### src/rtl/mac_scan_driver_pkg.sv
// Shared definitions for the MAC pad-ring scan driver.
package mac_scan_driver_pkg;

  typedef enum logic [2:0] {
    IDLE      = 3'd0,
    SHIFT_IN  = 3'd1,
    CAPTURE   = 3'd2,
    SHIFT_OUT = 3'd3,
    DONE      = 3'd4
  } state_t;

endpackage

### src/rtl/mac_scan_shreg.sv
// Parallel-load, shift-left register; MSB is the serial output, LSB takes serial input.
module mac_scan_shreg #(
  parameter int WIDTH = 8
) (
  input  logic             clk,
  input  logic             rst,
  input  logic             load,
  input  logic [WIDTH-1:0] load_val,
  input  logic             shift,
  input  logic             serial_in,
  output logic [WIDTH-1:0] q
);

  always_ff @(posedge clk or negedge rst) begin
    if (!rst) begin
      q <= '0;
    end else if (load) begin
      q <= load_val;
    end else if (shift) begin
      q <= {q[WIDTH-2:0], serial_in};
    end
  end

endmodule

### src/rtl/mac_scan_driver.sv
// Tester-side scan controller: shift a pattern into the chip chain, run capture
// cycles, shift the response back out and compare it under a mask.
module mac_scan_driver
  import mac_scan_driver_pkg::*;
#(
  parameter int CHAIN_LEN      = 32,
  parameter int CAPTURE_CYCLES = 1
) (
  input  logic                 clk,
  input  logic                 rst,
  input  logic                 start,
  input  logic                 abort,
  input  logic [CHAIN_LEN-1:0] pattern,
  input  logic [CHAIN_LEN-1:0] expect_val,
  input  logic [CHAIN_LEN-1:0] mask,
  output logic                 scanin,
  output logic                 scan_en,
  input  logic                 scanout,
  output logic                 busy,
  output logic                 done,
  output logic                 pass,
  output logic [CHAIN_LEN-1:0] captured
);

  localparam int CNT_MAX = (CHAIN_LEN > CAPTURE_CYCLES) ? CHAIN_LEN : CAPTURE_CYCLES;
  localparam int CNT_W   = $clog2(CNT_MAX + 1);
  localparam logic [CNT_W-1:0] CHAIN_LAST = CNT_W'(CHAIN_LEN - 1);
  localparam logic [CNT_W-1:0] CAP_LAST   = CNT_W'(CAPTURE_CYCLES - 1);

  state_t               state, state_d;
  logic [CNT_W-1:0]     cnt, cnt_d;
  logic                 scan_en_d, busy_d, done_d;
  logic                 res_upd, pat_load, pat_shift, cap_shift;
  logic [CHAIN_LEN-1:0] pat_load_val, pat_q, cap_q, exp_q, mask_q;
  logic                 running;
  logic                 pat_unused;

  assign running = (state == SHIFT_IN) || (state == CAPTURE) || (state == SHIFT_OUT);

  // scanin is the pattern register's MSB; once the pattern has fully shifted
  // out the register holds zeros, so scanin stays 0 in CAPTURE/SHIFT_OUT.
  assign scanin     = pat_q[CHAIN_LEN-1];
  assign pat_unused = ^pat_q[CHAIN_LEN-2:0];

  mac_scan_shreg #(.WIDTH(CHAIN_LEN)) u_pat_shreg (
    .clk       (clk),
    .rst       (rst),
    .load      (pat_load),
    .load_val  (pat_load_val),
    .shift     (pat_shift),
    .serial_in (1'b0),
    .q         (pat_q)
  );

  mac_scan_shreg #(.WIDTH(CHAIN_LEN)) u_cap_shreg (
    .clk       (clk),
    .rst       (rst),
    .load      (1'b0),
    .load_val  ('0),
    .shift     (cap_shift),
    .serial_in (scanout),
    .q         (cap_q)
  );

  always_ff @(posedge clk) begin
    if (state == IDLE && start) begin
      exp_q  <= expect_val;
      mask_q <= mask;
    end
  end

  always_comb begin
    state_d      = state;
    cnt_d        = cnt;
    scan_en_d    = 1'b0;
    busy_d       = busy;
    done_d       = 1'b0;
    res_upd      = 1'b0;
    pat_load     = 1'b0;
    pat_load_val = pattern;
    pat_shift    = 1'b0;
    cap_shift    = 1'b0;
    unique case (state)
      IDLE: begin
        if (start) begin
          state_d   = SHIFT_IN;
          cnt_d     = '0;
          pat_load  = 1'b1;
          scan_en_d = 1'b1;
          busy_d    = 1'b1;
        end
      end
      SHIFT_IN: begin
        pat_shift = 1'b1;
        if (cnt == CHAIN_LAST) begin
          state_d = CAPTURE;
          cnt_d   = '0;
        end else begin
          cnt_d     = cnt + CNT_W'(1);
          scan_en_d = 1'b1;
        end
      end
      CAPTURE: begin
        if (cnt == CAP_LAST) begin
          state_d   = SHIFT_OUT;
          cnt_d     = '0;
          scan_en_d = 1'b1;
        end else begin
          cnt_d = cnt + CNT_W'(1);
        end
      end
      // The chip's scanout is sampled on every edge that sees scan_en high here.
      SHIFT_OUT: begin
        cap_shift = 1'b1;
        if (cnt == CHAIN_LAST) begin
          state_d = DONE;
          cnt_d   = '0;
        end else begin
          cnt_d     = cnt + CNT_W'(1);
          scan_en_d = 1'b1;
        end
      end
      DONE: begin
        state_d = IDLE;
        res_upd = 1'b1;
        done_d  = 1'b1;
        busy_d  = 1'b0;
      end
      default: state_d = IDLE;
    endcase
    if (abort && running) begin
      state_d      = IDLE;
      cnt_d        = '0;
      scan_en_d    = 1'b0;
      busy_d       = 1'b0;
      pat_load     = 1'b1;
      pat_load_val = '0;
      pat_shift    = 1'b0;
      cap_shift    = 1'b0;
    end
  end

  always_ff @(posedge clk or negedge rst) begin
    if (!rst) begin
      state    <= IDLE;
      cnt      <= '0;
      scan_en  <= 1'b0;
      busy     <= 1'b0;
      done     <= 1'b0;
      pass     <= 1'b0;
      captured <= '0;
    end else begin
      state   <= state_d;
      cnt     <= cnt_d;
      scan_en <= scan_en_d;
      busy    <= busy_d;
      done    <= done_d;
      if (res_upd) begin
        captured <= cap_q;
        pass     <= (((cap_q ^ exp_q) & mask_q) == '0);
      end
    end
  end

endmodule

### config.mk
export PLATFORM = sky130hd
export DESIGN_NAME = mac_scan_driver
export DESIGN_NICKNAME = d
export VERILOG_FILES = /design/src/rtl/mac_scan_driver_pkg.sv /design/src/rtl/mac_scan_shreg.sv /design/src/rtl/mac_scan_driver.sv
export SDC_FILE = /design/constraint.sdc
export NUM_CORES = 1
export LEC_CHECK = 0
export CORE_ASPECT_RATIO = 1.4
export CORE_MARGIN = 1
export CORE_UTILIZATION = 45
export CTS_CLUSTER_DIAMETER = 80
export DETAILED_ROUTE_END_ITERATION = 10
export PLACE_DENSITY = 0.76
export SLEW_MARGIN = 20
export SYNTH_ARGS = -nofsm -noshare
export SYNTH_HDL_FRONTEND = slang
export SYNTH_HIERARCHICAL = 1
export SYNTH_SLANG_ARGS = --single-unit
export TNS_END_PERCENT = 100
### constraint.sdc
create_clock -name clk -period 5 [get_ports clk]
set_input_delay 1.25 -clock clk [delete_from_list [all_inputs] [get_ports clk]]
set_output_delay 1.25 -clock clk [all_outputs]
set_load 0.01 [all_outputs]
==> flow_summary.ini, run 1 <==
[status]
status = complete, but fails checks
violations = DRC

[hold_path]
worstHoldPathType = flip-flop to flip-flop
min_from = captured[23]

[final_layout]
drive_above_1_share_pct = 10.7
instances_no_fill = 948
seqCellArea_mm2 = 0.00465
num_antenna_cells = 0
final_cell_mix = clkdlybuf4s50_1 (136), dfrtp_1 (109), nand2_1 (73), mux2i_1 (65), edfxtp_1 (64)
final_core_util_pct = 59.0
multi_input_area_mm2 = 0.00271
num-fill-cells = 1328
area_delta_synth_final_pct = 27.8
mostFrequentLayoutCell = clkdlybuf4s50_1
nNetsFinal = 839

[clock_network]
cts-root-buf = clkbuf_16
numCtsBuffers = 17
clock_sinks = 173
holdBufCountCts = 0
cts.clk_slew.worst_paths_ns = 0.06
cts_buffer_depth = 2
insertion_delay_ns = 0.42
cts_tree = yes
htree_levels = 4
post_cts_buffers = 0
post_cts_resized = 0

[floorplanning]
die_area_mm2 = 0.0172
design.core.area_mm2 = 0.0162
boundaryPins = 138
initial_core_util_pct = 46.2
die_h_um = 155
dieWidth_um = 111
rows = 55

[worst_setup_path]
cpMostUsedCell = buf_4
critPathTopFamily = buffers and inverters
cp_slowest_cell = or2_2
cpPeakStageDelay_ns = 0.60
crit_chain = clkdlybuf4s50_1 -> nor3b_4 -> buf_4 -> or2_2 -> buf_4 -> nand2_1 -> o21ai_1
crit_path_end_kind = flip-flop
startpoint_type = primary input
required_ns = 5.34
startpoint = abort
cp_max_fo = 39
crit_arrival_ns = 3.51
r2r_start = state[0]
crit_buf_inv = 3
critPathKind = primary input to flip-flop

[timing]
maxSlewHeadroom_pct = 32.0
min_period_over_period_pct = 63.3
clock_skew_ns = 0.00669
worst_slew_pin_slew_ns = 1.02
timing.fmax_mhz = 316
slew_violations = 0
rsz0062_at_grt = false
period_minus_slack_ns = 3.17
whs_ns = 0.505
setup_viol = 0
hold_viol = 0
tns_ns = 0

[synthesis]
ys_warn_count = 6
yosysUniqueCellTypes = 43
yosysSeqAreaShare_pct = 62.0
synth_ff_type = dfrtp_1
avgSynthCellArea_um2 = 13.1
syn_area_mm2 = 0.00750
synthesis.instances = 573
async_reset_ff_share_pct = 63.0
ys_ff_latch = 173
synth_top_cell_by_area = dfrtp_1
synthTopCellsByArea = dfrtp_1 (36%), edfxtp_1 (26%), mux2i_1 (8.7%)
synth_edf_count = 64
yosysTopAreaCellShare_pct = 36.4

[job]
cap_viol_max_count = 0

[placed_design]
dpl.cell_count = 916
place.gp.congestion = 0.780
dp_hpwl_um = 10600
io_buffers = 137

[global_routing]
grt_use_total_pct = 19.0
grt_pass1_wl_um = 25100
grt_max_degree = 68
antenna_found_initial = 0
grt_pass1_vias = 4961
gr-total-overflow = 0

[power]
power.total_mw = 3.39
p_per_area_mw_per_mm2 = 354
peakVddDrop_mv = 0.246
p_leak_nw = 3.83

[drt]
drc = 20
drt_wl_total_um = 15400
antenna_left = 0
vias = 4793
dr.pass1.iters = 8
vias_per_cell = 5.06
routedWlPerCell_um = 16.2
drtIter0Drc = 256
sequential cells by signal, summed over array words and instances, names as in the netlist:
name,cells
cnt,6
u_pat_shreg/q,32
scan_en,1
mask_q,32
done,1
captured,32
state,3
exp_q,32
pass,1
busy,1
u_cap_shreg/q,32
kinds of logic (layout without fill, tap and decap cells):
family / count (synthesis) / after routing / share of synthesized area (%)
muxes: 97 / 97 / 13.5
xor gates and xnor gates: 33 / 33 / 3.85
adders and majority gates: 2 / 2 / 0.334
other: 1 / 34 / 0.0500
DFF: 173 / 173 / 62.0
buffers and inverters: 35 / 178 / 3.80
and+or+nand+nor: 135 / 135 / 8.72
AOI/OAI and AO/OA: 97 / 97 / 7.79
synth_stat cells (all sizes together), types with 3 or more instances:
master,count
xor2,32
a22oi,4
a221oi,5
a211o,3
nor2b,32
nor3,4
dfrtp,109
clkbuf,3
a21oi,5
nor2,10
nand4,3
edfxtp,64
inv,4
buf,28
nand2,73
mux2,32
o21ai,69
mux2i,65
a22o,5
worst reg2reg max path: cells and delay by family (launching register included):
kind,cells,cell delay (ns)
compound gates,1,0.09
flops,1,0.54
buf+inv,2,0.71
simple gates,4,0.95
report_power, final:
group,switching (mW),internal [mW],total [mW]
combinational,0.216,0.212,0.428
clock,0.546,0.704,1.25
sequential,0.0925,1.62,1.71
metal layers:
metal	vias up	part of all wire (%)	global-route usage, %
met5	-	0	0
met3	16	5.4	5.09
met2	138	52	33.2
met1	2322	41	22.7
met4	0	1.1	6.05
li1	2317	-	-
path summary, 6_finish.rpt:
| kind | cells past startpoint | to | slack [ns] |
|---|---|---|---|
| worst min register to register | 1 | captured[23] | 0.50 |
| max in group asynchronous | 2 | u_cap_shreg/q[21] | 3.38 |
| min in group asynchronous | 1 | scan_en | 0.61 |
| worst max-delay path | 7 | u_pat_shreg/q[15] | 1.83 |
| worst max register to register | 7 | u_pat_shreg/q[15] | 2.64 |
| worst min-delay path | 1 | captured[23] | 0.50 |
metrics by stage:
| step | instance area (µm²) | setup slack [ns] |
|---|---|---|
| 5_1_grt | 9590 | 1.60 |
| 2_1_floorplan | 7630 | 0.0406 |
| 3_5_place_dp | 9030 | 1.42 |
| 4_1_cts | 9590 | 1.86 |
| 6_report | 9590 | 1.83 |
| 3_3_place_gp | 9030 | 1.47 |
final cells by class:
class	instances	share of cell area, %
inverters	4	0.157
clock buffers	20	4.66
flip-flops and latches	173	48.5
multi-input cells	398	28.2
well taps	199	2.60
repair buffers	142	14.7
clock inverters	12	1.19
Power figures use the tool's default switching activity.
==> run 2: changes to the inputs <==
- clock period: 5 -> 3.1 ns (I/O delays scaled with it)
==> flow_summary.ini, run 2 (same netlist as run 1, synthesis figures left out) <==
[status]
status = complete, but fails checks
violations = DRC

[clock_network]
htree_levels = 4
post_cts_buffers = 0
holdBufCountCts = 0
cts-root-buf = clkbuf_16
insertion_delay_ns = 0.43
cts.clk_slew.worst_paths_ns = 0.07
cts_tree = yes
clock_sinks = 173
cts_buffer_depth = 2
post_cts_resized = 0
numCtsBuffers = 17

[final_layout]
final_cell_mix = clkdlybuf4s50_1 (136), dfrtp_1 (109), nand2_1 (73), mux2i_1 (65), edfxtp_1 (64)
area_delta_synth_final_pct = 29.4
num-fill-cells = 1282
drive_above_1_share_pct = 11.4
mostFrequentLayoutCell = clkdlybuf4s50_1
stdcell_area_mm2 = 0.00971
nNetsFinal = 842
num_antenna_cells = 0

[worst_setup_path]
cp_max_fo = 64
cp_slowest_cell = buf_4
r2r_cells = 4
crit_path_end_kind = flip-flop
crit_arrival_ns = 2.22
required_ns = 3.15
cpPeakStageDelay_ns = 0.64
crit_chain = clkdlybuf4s50_1 -> nand2_1 -> nor2_4 -> buf_4
critPathKind = primary input to flip-flop
startpoint_type = primary input

[timing]
tns_ns = 0
worst_slew_pin_slew_ns = 0.829
maxSlewHeadroom_pct = 44.7
period_minus_slack_ns = 2.17
min_period_over_period_pct = 70.0
timing.fmax_mhz = 461
whs_ns = 0.336
clock_skew_ns = 0.0108
rsz0062_at_grt = false
hold_viol = 0
slew_violations = 0
setup_viol = 0

[global_routing]
grt_max_degree = 65
grt_use_total_pct = 19.2
grt_pass1_wl_um = 25700
grt_pass1_vias = 5144
antenna_found_initial = 0
gr-total-overflow = 0

[drt]
vias_per_cell = 5.08
drt_wl_total_um = 15700
vias = 4828
dr.pass1.iters = 8
drc = 18
routedWlPerCell_um = 16.5
drtIter0Drc = 308
antenna_left = 0

[hold_path]
worstHoldPathType = primary input to async pin

[floorplanning]
die_area_mm2 = 0.0172
rows = 55
die_h_um = 155
dieWidth_um = 111
boundaryPins = 138
initial_core_util_pct = 46.2
design.core.area_mm2 = 0.0162

[placed_design]
dp_hpwl_um = 10600
io_buffers = 137
place.gp.congestion = 0.740
placed_cell_area_mm2 = 0.00909

[power]
p_leak_nw = 3.88
peakVddDrop_mv = 0.340
p_per_area_mw_per_mm2 = 584
power.total_mw = 5.67

[job]
cap_viol_max_count = 0
-- run 2: layout make-up --
type / count / area (µm²) / area share [%]
multi-input cells: 398 / 2710 / 27.9
well taps: 199 / 249 / 2.57
inverters: 4 / 15.0 / 0.155
clock inverters: 13 / 161 / 1.66
clock buffers: 19 / 454 / 4.68
repair buffers: 145 / 1470 / 15.1
flip-flops and latches: 173 / 4650 / 47.9
-- run 2: layer usage --
metal  up-vias  share of wire (%)  track usage (%)
met2       153                 52             33.5
met3        19                5.5             4.86
met4         0                1.5             6.50
met5         -                  0                0
met1      2334                 41             23.3
li1       2322                  -                -
-- run 2: final timing paths --
kind	start	endpoint	slack, ns
max	start	exp_q[23]	0.93
min reg2reg	captured[11]	captured[11]	0.51
min in group clk	captured[11]	captured[11]	0.51
max reg2reg	state[0]	captured[29]	1.03
max in group asynchronous	rst	u_pat_shreg/q[23]	2.21
min	rst	captured[31]	0.34
-- run 2: metrics by stage --
step | setup WS [ns] | cells | utilization, %
finish | 0.931 | 951 | 59.8
global route | 0.842 | 951 | 59.8
CTS | 0.636 | 951 | 59.8
detailed placement | 0.199 | 919 | 56.0
global placement | 0.345 | 919 | 56.0
floorplan | 0.492 | 606 | -
-- run 2: critical path, delay by kind of cell --
family	cells	cell delay (ns)
buf+inv	2	1.18
simple gates	2	0.22
-- run 2: power by group --
part	internal (mW)	switching [mW]
clock	1.27	0.934
sequential	2.61	0.152
combinational	0.346	0.354
total	4.23	1.44
